File: src/rtl/hazard_unit.sv
// Hazard and forwarding controller: tracks in-flight register writes in a tag pipeline
// (E, M1..M<MEM_LAT>, W) and derives forwarding selects, load-use stalls and branch flushes.
module hazard_unit #(
  parameter int unsigned RA_W    = 4,
  parameter int unsigned MEM_LAT = 1,
  parameter int unsigned CNT_W   = 16
) (
  input  logic             clk,
  input  logic             reset,
  input  logic [RA_W-1:0]  RA1D,
  input  logic [RA_W-1:0]  RA2D,
  input  logic [RA_W-1:0]  WA3D,
  input  logic             RegWriteD,
  input  logic             MemtoRegD,
  input  logic             BranchTakenE,
  output logic             StallF,
  output logic             StallD,
  output logic             FlushD,
  output logic             FlushE,
  output logic [1:0]       ForwardAE,
  output logic [1:0]       ForwardBE,
  output logic [CNT_W-1:0] stall_cnt,
  output logic [CNT_W-1:0] flush_cnt
);

  localparam logic [RA_W-1:0] PcReg = RA_W'(15);

  typedef struct packed {
    logic            valid;
    logic            rw;
    logic            ld;
    logic [RA_W-1:0] wa;
  } tag_t;

  tag_t            tag_e_q, tag_e_d;
  logic [RA_W-1:0] ra1_e_q, ra1_e_d;
  logic [RA_W-1:0] ra2_e_q, ra2_e_d;
  tag_t            tag_m_q [MEM_LAT];
  tag_t            tag_m_d [MEM_LAT];
  tag_t            tag_w_q, tag_w_d;
  logic [CNT_W-1:0] stall_cnt_q, stall_cnt_d;
  logic [CNT_W-1:0] flush_cnt_q, flush_cnt_d;

  logic ld_stall;
  logic [1:0] fwd_a, fwd_b;

  // R15 is the PC and is never treated as a tracked destination.
  function automatic logic tag_writes(input tag_t t, input logic [RA_W-1:0] r);
    return t.valid & t.rw & (t.wa == r) & (r != PcReg);
  endfunction

  function automatic logic [1:0] fwd_sel(input tag_t m1, input tag_t w,
                                         input logic [RA_W-1:0] r);
    logic [1:0] sel;
    sel = 2'b00;
    if (tag_writes(m1, r) && !m1.ld) begin
      sel = 2'b10;
    end else if (tag_writes(w, r)) begin
      sel = 2'b01;
    end
    return sel;
  endfunction

  // A load in E, or any writer in M1..M(MEM_LAT-1), cannot be forwarded to the
  // instruction entering E next cycle.
  always_comb begin
    ld_stall = tag_e_q.ld & (tag_writes(tag_e_q, RA1D) | tag_writes(tag_e_q, RA2D));
    for (int k = 0; k < int'(MEM_LAT) - 1; k++) begin
      ld_stall = ld_stall | tag_writes(tag_m_q[k], RA1D) | tag_writes(tag_m_q[k], RA2D);
    end
  end

  always_comb begin
    fwd_a = fwd_sel(tag_m_q[0], tag_w_q, ra1_e_q);
    fwd_b = fwd_sel(tag_m_q[0], tag_w_q, ra2_e_q);
  end

  // Branch overrides stall; reset forces a full flush with no stall or forwarding.
  always_comb begin
    StallD    = ~reset & ld_stall & ~BranchTakenE;
    StallF    = StallD;
    FlushD    = reset | BranchTakenE;
    FlushE    = reset | ld_stall | BranchTakenE;
    ForwardAE = reset ? 2'b00 : fwd_a;
    ForwardBE = reset ? 2'b00 : fwd_b;
  end

  always_comb begin
    tag_e_d = '0;
    ra1_e_d = '0;
    ra2_e_d = '0;
    if (!FlushE) begin
      tag_e_d.valid = 1'b1;
      tag_e_d.rw    = RegWriteD;
      tag_e_d.ld    = MemtoRegD;
      tag_e_d.wa    = WA3D;
      ra1_e_d       = RA1D;
      ra2_e_d       = RA2D;
    end
    tag_m_d[0] = tag_e_q;
    for (int k = 1; k < int'(MEM_LAT); k++) begin
      tag_m_d[k] = tag_m_q[k-1];
    end
    tag_w_d = tag_m_q[MEM_LAT-1];
  end

  always_comb begin
    stall_cnt_d = stall_cnt_q;
    flush_cnt_d = flush_cnt_q;
    if (StallD && !(&stall_cnt_q)) begin
      stall_cnt_d = stall_cnt_q + CNT_W'(1);
    end
    if (BranchTakenE && !(&flush_cnt_q)) begin
      flush_cnt_d = flush_cnt_q + CNT_W'(1);
    end
  end

  always_ff @(posedge clk) begin
    if (reset) begin
      tag_e_q <= '0;
      ra1_e_q <= '0;
      ra2_e_q <= '0;
      for (int k = 0; k < int'(MEM_LAT); k++) begin
        tag_m_q[k] <= '0;
      end
      tag_w_q     <= '0;
      stall_cnt_q <= '0;
      flush_cnt_q <= '0;
    end else begin
      tag_e_q <= tag_e_d;
      ra1_e_q <= ra1_e_d;
      ra2_e_q <= ra2_e_d;
      for (int k = 0; k < int'(MEM_LAT); k++) begin
        tag_m_q[k] <= tag_m_d[k];
      end
      tag_w_q     <= tag_w_d;
      stall_cnt_q <= stall_cnt_d;
      flush_cnt_q <= flush_cnt_d;
    end
  end

  assign stall_cnt = stall_cnt_q;
  assign flush_cnt = flush_cnt_q;

endmodule

File: config.mk
export PLATFORM = sky130hd
export DESIGN_NAME = hazard_unit
export DESIGN_NICKNAME = d
export VERILOG_FILES = /design/src/rtl/hazard_unit.sv
export SDC_FILE = /design/constraint.sdc
export NUM_CORES = 1
export LEC_CHECK = 0
export BUFFER_PORTS_ARGS = -buffer_cell sky130_fd_sc_hd__buf_2
export CAP_MARGIN = 15
export CORE_MARGIN = 2
export CORE_UTILIZATION = 44
export CTS_CLUSTER_DIAMETER = 120
export DETAILED_ROUTE_END_ITERATION = 10
export PLACE_DENSITY = 0.66
export REMOVE_ABC_BUFFERS = 1
export SLEW_MARGIN = 20
export SYNTH_ARGS = -nofsm -noshare
export SYNTH_HDL_FRONTEND = slang
export SYNTH_SLANG_ARGS = --single-unit
File: constraint.sdc
create_clock -name clk -period 3.6 [get_ports clk]
set_clock_uncertainty 0.1 [all_clocks]
set_input_delay 0.72 -clock clk [delete_from_list [all_inputs] [get_ports clk]]
set_output_delay 0.72 -clock clk [all_outputs]
set_load 0.01 [all_outputs]
==> PnR_summary.wiki <==
{| class="wikitable"
! Metric !! Value
|-
| Number of design-rule violations left by the first detailed-router iteration || 110
|-
| Count of buffers from port buffering || 56
|-
| Cell area after synthesis || ~2800 um2
|-
| Count of inserted antenna diode cells || 0
|-
| Average vias per placed instance || 5.39
|-
| Worst-case register-to-register setup slack || about 1.2 ns
|-
| Leak Pwr || 1.41 nW
|-
| H-Tree Depth || 3
|-
| Number of synthesized flops with an enable pin || 0
|-
| Clock-pin slew reported for the worst setup and hold paths after clock tree synthesis || 0.06 ns
|-
| Number of sinks handled by clock tree synthesis || 60
|-
| Setup repair after global routing missed its margin || false
|-
| Via count of the first global-routing pass || 2,206
|-
| Achievable frequency || around 330 MHz
|-
| Maxcap violations || 0
|-
| Root buffer cell || sky130_fd_sc_hd__clkbuf_8
|-
| Average footprint of a synthesized cell || roughly 9 um2
|-
| Clock latency on the worst-skew pair || approximately 0.33 ns
|-
| HP Class || reg2reg
|-
| Startpoint Class || input pin
|-
| Wire length of the first global-routing pass || around 10 mm
|-
| Horizontal extent of the die || 84.0 um
|-
| Die ar. || between 7000 and 8000 um2
|-
| Final number of setup-violating endpoints || 0
|-
| Total congestion overflow after global routing || 0
|-
| Crit Reg-Reg Endpoint || stall_cnt[15]
|-
| PD cells || 424 nW/um2
|-
| Start point of the critical path || RA2D[1]
|-
| Final #Nets || roughly 380
|-
| Required time at the worst-slack endpoint || between 2 and 3 ns
|-
| Register bit total from synthesis || 60
|-
| Worst-case hold path end point || tag_w_q[5]
|-
| Detailed Place HPWL || 4.46 mm
|-
| Maximum number of pins on one net before global-route repair || between 40 and 50
|-
| Most used flip-flop cell after synthesis || sky130_fd_sc_hd__dfxtp_1
|-
| Tot GR Track Use || between 10% and 20%
|-
| Total clock buffers created by CTS || 9
|-
| Share of synthesized area occupied by flip-flops and latches || between 40% and 50%
|-
| Period minus WS final || roughly 3.0 ns
|-
| Quantity of gates resized following cts || 0
|-
| Mapped Cells || 307
|-
| Core region area || roughly 6300 um2
|-
| Hold slack final || ~0.36 ns
|-
| CP Capture Type || output pin
|-
| Worst flop-to-flop path startpoint || stall_cnt[0]
|-
| Placer's final routability congestion estimate || 0.867
|-
| Initial standard-cell utilization of the core || 44.9%
|-
| Number of warning messages in the yosys log || 0
|-
| Number of antenna violations at the first check in global routing || 0
|-
| Clock buffer depth || 2
|-
| Worst Min Path Start || tag_m_q[0][5]
|-
| Category of the most critical setup path || in2out
|-
| Antenna Nets Post-Route || 0
|-
| Worst VDD drop || ~0.28 mV
|-
| Slew HR || roughly 48%
|-
| Run status || complete, no violations
|-
| Quantity of hold-fixing buffers added after cts || 0
|-
| Setup Buffers After CTS || 0
|-
| Number of distinct library cell variants in the gate-level netlist after synthesis || 45
|-
| Final count of hold timing violations || 0
|-
| FFs w/ async S/R, synth || 0%
|-
| Number of pins with negative max-slew slack in the final report || 0
|-
| Arrival time at the worst endpoint || between 2 and 2.5 ns
|-
| Post-route fraction of the period consumed by the critical path || 83.9%
|-
| Total negative setup slack || 0 ns
|-
| First-pass iteration count of the detailed router || 4
|-
| Reg2Reg Depth || 6
|-
| DRC violation count after routing || 0
|-
| Worst Hold Depth || 1
|-
| IO Count || 57
|-
| Number of vias in the routed layout || about 2,400
|-
| Measured slew at the worst slew-check pin || ~0.77 ns
|-
| Share of cells above drive strength 1 || 23.1%
|-
| Synth-to-layout area growth || 19.1%
|-
| Crit path max fanout || 16
|-
| Routed length per instance || around 14 um
|-
| Commonest non-fill, non-tap cells in the layout || 60 x sky130_fd_sc_hd__dfxtp_1, 56 x sky130_fd_sc_hd__buf_2, 30 x sky130_fd_sc_hd__nor2_1
|-
| Clock tree from TritonCTS || yes
|-
| Most common cell after layout, fill and taps aside || sky130_fd_sc_hd__dfxtp_1
|-
| Die height || about 84 um
|-
| Post-detailed-routing wire length || approximately 6.2 mm
|-
| FP Rows || 29
|}
==> cells by family after synthesis <==
family          synth area share [%]
compound gates                  9.50
xor+xnor                        11.5
fa+ha+maj                      0.888
buf+inv                         3.60
flops                           42.6
mux                             1.55
simple gates                    30.4
==> layer usage <==
layer | track usage (%) | vias up | share of wire (%)
met3 | 2.87 | 14 | 3.2
met2 | 29.3 | 48 | 48
li1 | - | 1213 | -
met5 | 0 | - | 0
met1 | 22.8 | 1124 | 46
met4 | 10.4 | 0 | 2.9
==> stage by stage <==
stage	cell area, um2	setup WS, ns	std cells	utilization [%]	power (mW)
floorplan	2750	0.955	294	-	0.737
global route	3360	0.395	445	53.5	1.48
detailed placement	3140	0.552	429	50.0	0.772
CTS	3360	0.543	445	53.5	1.44
finish	3360	0.581	445	53.5	1.42
global placement	3140	0.574	429	50.0	0.771
==> cells in the mapped netlist (2+ instances only) <==
library cell                instances  share of area [%]
sky130_fd_sc_hd__xnor2_1           11                3.4
sky130_fd_sc_hd__o21ai_0            5               0.89
sky130_fd_sc_hd__o2111ai_1          4                1.2
sky130_fd_sc_hd__nand4_2            2               0.89
sky130_fd_sc_hd__nor2_1            30                4.0
sky130_fd_sc_hd__a31o_2             2               0.62
sky130_fd_sc_hd__nand3_1           18                3.2
sky130_fd_sc_hd__nor2b_1           15                3.3
sky130_fd_sc_hd__or4_1              6                1.6
sky130_fd_sc_hd__or3_1              2               0.44
sky130_fd_sc_hd__and2_1            18                4.0
sky130_fd_sc_hd__nand4_1           14                3.1
sky130_fd_sc_hd__buf_6              2               0.80
sky130_fd_sc_hd__o31ai_1            5                1.3
sky130_fd_sc_hd__a21oi_1           10                1.8
sky130_fd_sc_hd__and3_1             6                1.3
sky130_fd_sc_hd__a41o_1             3                1.1
sky130_fd_sc_hd__clkbuf_1           7               0.93
sky130_fd_sc_hd__and3b_1            2               0.62
sky130_fd_sc_hd__and4_1             4                1.2
sky130_fd_sc_hd__xor2_1            26                8.1
sky130_fd_sc_hd__nor4_2             2               0.89
sky130_fd_sc_hd__nand4b_1           2               0.62
sky130_fd_sc_hd__ha_1               2               0.89
sky130_fd_sc_hd__mux2_1             2               0.80
sky130_fd_sc_hd__nor3_1             8                1.4
sky130_fd_sc_hd__dfxtp_1           60                 43
sky130_fd_sc_hd__nand2_1            8                1.1
sky130_fd_sc_hd__a311oi_1           2               0.62
sky130_fd_sc_hd__nor4_1             4               0.89
sky130_fd_sc_hd__buf_2              3               0.53
sky130_fd_sc_hd__inv_1              8                1.1
sky130_fd_sc_hd__nor3_2             2               0.71
==> worst max path at each step <==
stage / to / slack, ns / cells past startpoint
after global routing: FlushE / 0.40 / 7
after floorplan: StallD / 0.95 / 4
after global placement: FlushE / 0.57 / 7
after CTS: FlushE / 0.54 / 7
after detailed placement: FlushE / 0.55 / 7
final: FlushE / 0.58 / 7
==> worst max-delay path: stages <==
cell and delay (ns):
sky130_fd_sc_hd__buf_2 0.10, sky130_fd_sc_hd__xor2_1 0.20, sky130_fd_sc_hd__nor4_2 0.09, sky130_fd_sc_hd__a22o_1 0.24, sky130_fd_sc_hd__nor2_1 0.60, sky130_fd_sc_hd__inv_1 0.08
sky130_fd_sc_hd__buf_2 0.16
==> layout make-up <==
type                    instances  area [um2]
repair buffers                 58         295
multi-input cells             226        1520
flip-flops and latches         60        1200
clock buffers                  12         145
clock inverters                 4        72.6
fillers                       583        2920
well taps                      77        96.3
inverters                       8        30.0
==> report_power, final <==
group	internal (mW)	switching (mW)
combinational	0.0306	0.0371
clock	0.408	0.257
sequential	0.677	0.0122
==> flip-flops by register name (all words and copies together), names as in the netlist <==
name,cells
stall_cnt,16
flush_cnt,16
tag_e_q,7
ra2_e_q,4
ra1_e_q,4
tag_m_q,7
tag_w_q,6
(Power assumes the default switching activity.)
